## config.mk

```make
export PLATFORM = sky130hd
export DESIGN_NAME = grid_renderer
export DESIGN_NICKNAME = d
export VERILOG_FILES = /design/src/rtl/grid_renderer.sv
export SDC_FILE = /design/constraint.sdc
export NUM_CORES = 1
export LEC_CHECK = 0
export BUFFER_PORTS_ARGS = -buffer_cell sky130_fd_sc_hd__buf_4
export CORE_ASPECT_RATIO = 0.8
export CORE_MARGIN = 5
export CORE_UTILIZATION = 30
export DETAILED_ROUTE_END_ITERATION = 12
export GPL_TIMING_DRIVEN = 0
export PLACE_DENSITY = 0.66
export SYNTH_ARGS = -nofsm -noshare
export SYNTH_HDL_FRONTEND = slang
export SYNTH_SLANG_ARGS = --single-unit
```

## constraint.sdc

```tcl
create_clock -name clk_in -period 2.23 [get_ports clk_in]
set_input_delay 0.3345 -clock clk_in [delete_from_list [all_inputs] [get_ports clk_in]]
set_output_delay 0.3345 -clock clk_in [all_outputs]
set_load 0.01 [all_outputs]
```

## src/rtl/grid_renderer.sv

```systemverilog
// grid_renderer: 3-stage pixel pipeline that reads the 10x10 board memory
// and paints cells, grid lines, the mouse cursor and the blinking overlay.
module grid_renderer #(
  parameter int GRID_X0    = 160,
  parameter int GRID_Y0    = 80,
  parameter int CELL_SHIFT = 5,
  parameter int BLINK_BIT  = 4,
  parameter int SHOW_IA    = 0
) (
  input  logic        clk_in,
  input  logic        rst_n,
  input  logic [9:0]  pixel_x,
  input  logic [9:0]  pixel_y,
  input  logic        video_on,
  input  logic        hsync_in,
  input  logic        vsync_in,
  input  logic [3:0]  mouse_cell_x,
  input  logic [3:0]  mouse_cell_y,
  input  logic [4:0]  status_pointed_cell,
  input  logic [4:0]  cell_status_free,
  input  logic [4:0]  cell_status_player_occ,
  input  logic [4:0]  cell_status_ia_occ,
  input  logic [4:0]  cell_status_player_hitted,
  input  logic [4:0]  cell_status_ia_hitted,
  input  logic [4:0]  cell_status_player_and_ia_hitted,
  input  logic [4:0]  cell_status_pre_occupied,
  output logic [3:0]  pointer_cell_x,
  output logic [3:0]  pointer_cell_y,
  output logic [11:0] rgb,
  output logic        hsync_out,
  output logic        vsync_out
);

  localparam int CELL   = 1 << CELL_SHIFT;
  localparam int GRID_W = 10 * CELL;

  typedef struct packed {
    logic vid;
    logic grid;
    logic line;
    logic cur;
    logic hs;
    logic vs;
  } flags_t;

  localparam flags_t FLAGS_RST = '{
    vid: 1'b0, grid: 1'b0, line: 1'b0,
    cur: 1'b0, hs: 1'b1, vs: 1'b1
  };

  logic [9:0]  dx, dy, ox, oy, cx, cy;
  logic        in_grid;
  flags_t      s1_d, s1_q, s2_q;
  logic [3:0]  ptr_x_d, ptr_x_q;
  logic [3:0]  ptr_y_d, ptr_y_q;
  logic [11:0] rgb_d, rgb_q;
  logic        hs_q, vs_q, vs_prev_q;
  logic [7:0]  frame_d, frame_q;

  function automatic logic band(input logic [9:0] o);
    return (o == 10'd1) || (o == 10'd2) ||
           (o == 10'(CELL - 3)) || (o == 10'(CELL - 2));
  endfunction

  assign dx = pixel_x - 10'(GRID_X0);
  assign dy = pixel_y - 10'(GRID_Y0);
  assign ox = dx & 10'(CELL - 1);
  assign oy = dy & 10'(CELL - 1);
  assign cx = dx >> CELL_SHIFT;
  assign cy = dy >> CELL_SHIFT;

  assign in_grid = (pixel_x >= 10'(GRID_X0)) &&
                   (dx < 10'(GRID_W)) &&
                   (pixel_y >= 10'(GRID_Y0)) &&
                   (dy < 10'(GRID_W));

  always_comb begin
    ptr_x_d = ptr_x_q;
    ptr_y_d = ptr_y_q;
    if (in_grid) begin
      ptr_x_d = cx[3:0];
      ptr_y_d = cy[3:0];
    end
    s1_d.vid  = video_on;
    s1_d.grid = in_grid;
    s1_d.line = (ox == 10'd0) || (oy == 10'd0) ||
                (dx == 10'(GRID_W - 1)) ||
                (dy == 10'(GRID_W - 1));
    // mouse values 10..15 can never equal an in-grid cell
    s1_d.cur  = (cx == {6'd0, mouse_cell_x}) &&
                (cy == {6'd0, mouse_cell_y}) &&
                (band(ox) || band(oy));
    s1_d.hs   = hsync_in;
    s1_d.vs   = vsync_in;
  end

  assign frame_d = frame_q + {7'd0, vs_prev_q & ~vsync_in};

  // status constants may alias, so the first match in this order wins
  always_comb begin
    rgb_d = 12'hF0F;
    if (!s2_q.vid)
      rgb_d = 12'h000;
    else if (!s2_q.grid)
      rgb_d = 12'h112;
    else if (s2_q.cur)
      rgb_d = 12'hFF0;
    else if (s2_q.line)
      rgb_d = 12'h000;
    else if (status_pointed_cell == cell_status_free)
      rgb_d = 12'h04C;
    else if (status_pointed_cell == cell_status_player_occ)
      rgb_d = 12'h888;
    else if (status_pointed_cell == cell_status_ia_occ)
      rgb_d = (SHOW_IA != 0) ? 12'h888 : 12'h04C;
    else if (status_pointed_cell == cell_status_player_hitted)
      rgb_d = 12'hF00;
    else if (status_pointed_cell == cell_status_ia_hitted)
      rgb_d = 12'hF80;
    else if (status_pointed_cell ==
             cell_status_player_and_ia_hitted)
      rgb_d = 12'hF0F;
    else if (status_pointed_cell == cell_status_pre_occupied)
      rgb_d = frame_q[BLINK_BIT] ? 12'h0F0 : 12'h888;
  end

  always_ff @(posedge clk_in) begin
    if (!rst_n) begin
      ptr_x_q   <= 4'd0;
      ptr_y_q   <= 4'd0;
      s1_q      <= FLAGS_RST;
      s2_q      <= FLAGS_RST;
      rgb_q     <= 12'h000;
      hs_q      <= 1'b1;
      vs_q      <= 1'b1;
      vs_prev_q <= 1'b1;
      frame_q   <= 8'd0;
    end else begin
      ptr_x_q   <= ptr_x_d;
      ptr_y_q   <= ptr_y_d;
      s1_q      <= s1_d;
      s2_q      <= s1_q;
      rgb_q     <= rgb_d;
      hs_q      <= s2_q.hs;
      vs_q      <= s2_q.vs;
      vs_prev_q <= vsync_in;
      frame_q   <= frame_d;
    end
  end

  assign pointer_cell_x = ptr_x_q;
  assign pointer_cell_y = ptr_y_q;
  assign rgb            = rgb_q;
  assign hsync_out      = hs_q;
  assign vsync_out      = vs_q;

endmodule

```

==> impl_results.md <==
- Worst Clk Skew: 0.00701 ns
- Synth Net Count: 334
- CTS buffer count: 5
- Ranking of synthesized cells by area: dfxtp_1, xnor2_1, xor2_1
- Die H: 87.3 um
- Tot Pwr: 0.00156 W
- Compound-Gate Fraction of Synth Area: a little over an eighth
- Ys flop type: dfxtp_1
- GR Overflow Total: 0
- Buffer count from post-CTS setup fixing: 0
- NetSw: 0.000427 W
- Core area: approximately 7300 um^2
- Final core occ: 42.3%
- Synth Instances: 256
- H-tree level count: 2
- I/O pins: 95
- Root Buffer: clkbuf_8
- Post-synthesis simple-gate area fraction: 25.0%
- XOR/XNOR share of the synthesized area: 21.1%
- Wire per inst: 13.2 um
- Setup Crit Path Kind: input pin to register
- Ys Warns: 0
- # DRC: 0
- First-pass GRT wire length: 9530 um
- Antenna-violating nets left: 0
- Final Cycle Share: 91.5%
- Final Hold Viols: 0
- VDD IR max: 0.000197 V
- Worst EP arrival: approximately 2.3 ns
- Largest net degree at the start of global routing: 13
- Area growth from synthesis to layout: 38.4%
- Internal power: about 0.0011 W
- Via Count: 2067
- GRT Util Overall: 12.5%
- Setup slack after layout: 0.190 ns
- IO Port Bufs: 88
- Sequential area share after synthesis: between 30% and 40%
- Placer Congestion: 0.820
- Unique cell type count in the Yosys netlist: 50
- Footprint of the multi-input gates: ~1400 um^2
- Seq cells post-synth: 38
- Die ar.: roughly 9300 um^2
- Max-Cap Viols: 0
- WL final: 5860 um
- CTS clk-pin slew, worst paths: 0.08 ns
- FILL cells: 735
- Unrepaired setup endpoints after global routing: false
- Share of the synthesized area in the top cell type: 33.9%
- Cell row count: 28
- Status: complete, no violations
- CP startpoint kind: input pin
- Flop pwr share: 45.7%
- Hold_buf cts: 0
- DP HPWL: 4930 um
- Worst hold path type: input pin to register
- Mux contribution to synthesized area: 0%
- Synthesized area per cell: 8.75 um^2
- DRT iter0 DRCs: 71
- Crit. End Element: register
- Clock Power Share: 29.2%
- Diode count: 0
- Min cycle time layout: 2.04 ns
- Required time worst endpoint: between 2 and 2.5 ns
- Vias in the first global route: roughly 2.1k
- CTS tree: built
- Worst Tran Pin Value: approximately 0.55 ns
- F_max: around 490 MHz
- Initial antenna violation count: 0
- Largest family of logic cells by synthesized area: simple AND/OR/NAND/NOR gates
- Synth area leader: dfxtp_1
- Final setup violation count: 0
- CTS Sinks: 38
- Static Leak: 1.32 nW
- Placed insts: between 400 and 500
- Comb power frac: between 20% and 30%
- Crit Path Max Fanout: 10
- Worst skew pair latency: 0.28 ns
- Slew Limit Fails: 0
- Drt first pass iters: 4
- Post-synthesis adder-cell area fraction: 2.79%
- Register area: 761 um^2
- Place WS: -0.0844 ns
- Non-filler cells, final: roughly 440
- Initial Util: 30.6%
- Fin Hold WS: 0.234 ns
- Post-cts resize count: 0
- EDFF count, synth: 0
- Switch share: 27.4%
- Asr flop ratio synth: 0%
- Final nets: 429
- Normalized max-slew margin: about 63%
- Share of post-route cells with drive strength above 1: a little under a third
- Vias per Instance: 4.68
- Pwr dens: ~500 nW/um^2
- CTS Buffer Depth: 2
- Post-synthesis cell area: 2240 um^2
- Die X: 107 um
cells in the final DEF (no fill, tap or decap), drive strengths merged, types with 2 or more instances in the layout:
master   count
nor3         8
or3          6
nand4        3
nand2b       8
nand2       17
nor3b        2
ha           5
and2         9
inv          7
buf         96
dfxtp       38
nand4b       2
nor2        18
nand3       14
xnor2       28
o21ai        9
nor4         2
a2111oi      2
clkinv       2
or4          3
nor2b        4
a21oi       10
xor2        26
clkbuf       8
a31oi        3
or2          2
a211oi       4
power groups by stage:
stage | clock network [W] | registers [W] | logic, W
3_3_place_gp | 0 | 0.000728 | 0.000384
4_1_cts | 0.000477 | 0.000713 | 0.000394
3_5_place_dp | 0 | 0.000729 | 0.000393
5_1_grt | 0.000512 | 0.000716 | 0.000433
2_1_floorplan | 0 | 0.000733 | 0.000213
6_report | 0.000454 | 0.000713 | 0.000391
final cells by class:
type                            instances  share of cell area, %
Inverter                                7                  0.847
Timing Repair Buffer                   88                   21.3
Clock inverter                          2                  0.444
Sequential cell                        38                   24.5
Multi-Input combinational cell        201                   44.8
Clock buffer                            6                   2.34
Buffer                                 10                   2.14
Tap cell                               90                   3.63
final timing paths:
check,cells after the start,from,slack (ns),end
worst max-delay path,10,pixel_x[5],0.19,pointer_cell_y[1]
worst min-delay path,2,hsync_in,0.23,s1_q[1]
worst max register to register,6,vs_prev_q,0.97,frame_q[4]
worst min register to register,1,s2_q[1],0.41,hsync_out
flip-flops by register name (all words and copies together) (netlist names):
name / cells
rgb: 11
pointer_cell_x: 4
frame_q: 5
vsync_out: 1
s1_q: 5
pointer_cell_y: 4
hsync_out: 1
vs_prev_q: 1
s2_q: 6
per-stage QoR:
stage | setup TNS (ns) | instance area, um^2
finish | 0 | 3100
global route | 0 | 3100
CTS | 0 | 3100
detailed placement | -0.454 | 3010
global placement | -0.138 | 3010
floorplan | 0 | 2240
synthesized netlist by cell type, types with 5 or more instances:
| cell | number |
|---|---|
| xor2_1 | 26 |
| nor2_1 | 17 |
| xnor2_1 | 28 |
| buf_4 | 5 |
| and2_1 | 9 |
| or3_1 | 6 |
| nor3_1 | 6 |
| nand3_1 | 14 |
| o21ai_0 | 6 |
| a21oi_1 | 10 |
| nand2_1 | 17 |
| ha_1 | 5 |
| inv_1 | 7 |
| nand2b_1 | 8 |
| dfxtp_1 | 38 |
worst max-delay path, stage by stage:
cell       delay, ns
buf_4           0.12
inv_1           0.07
ha_1            0.24
and2_1          0.18
o21ai_0         0.23
a32oi_2         0.18
a2111oi_4       0.53
buf_6           0.20
nand3_1         0.08
o21ai_1         0.08
routing by layer:
layer	global-route usage [%]	wire (um)	vias to the layer above
li1	-	-	1068
met5	0	0	-
met4	2.90	40	0
met2	22.2	2840	63
met1	15.3	2640	932
met3	2.97	331	4
cells by family (layout without fill, tap and decap cells):
kind of cell	count (synthesis)	after routing
flops	38	38
xor+xnor	54	54
buf+inv	17	113
simple gates	102	102
fa+ha+maj	5	5
compound gates	40	40
Power figures use the tool's default switching activity.
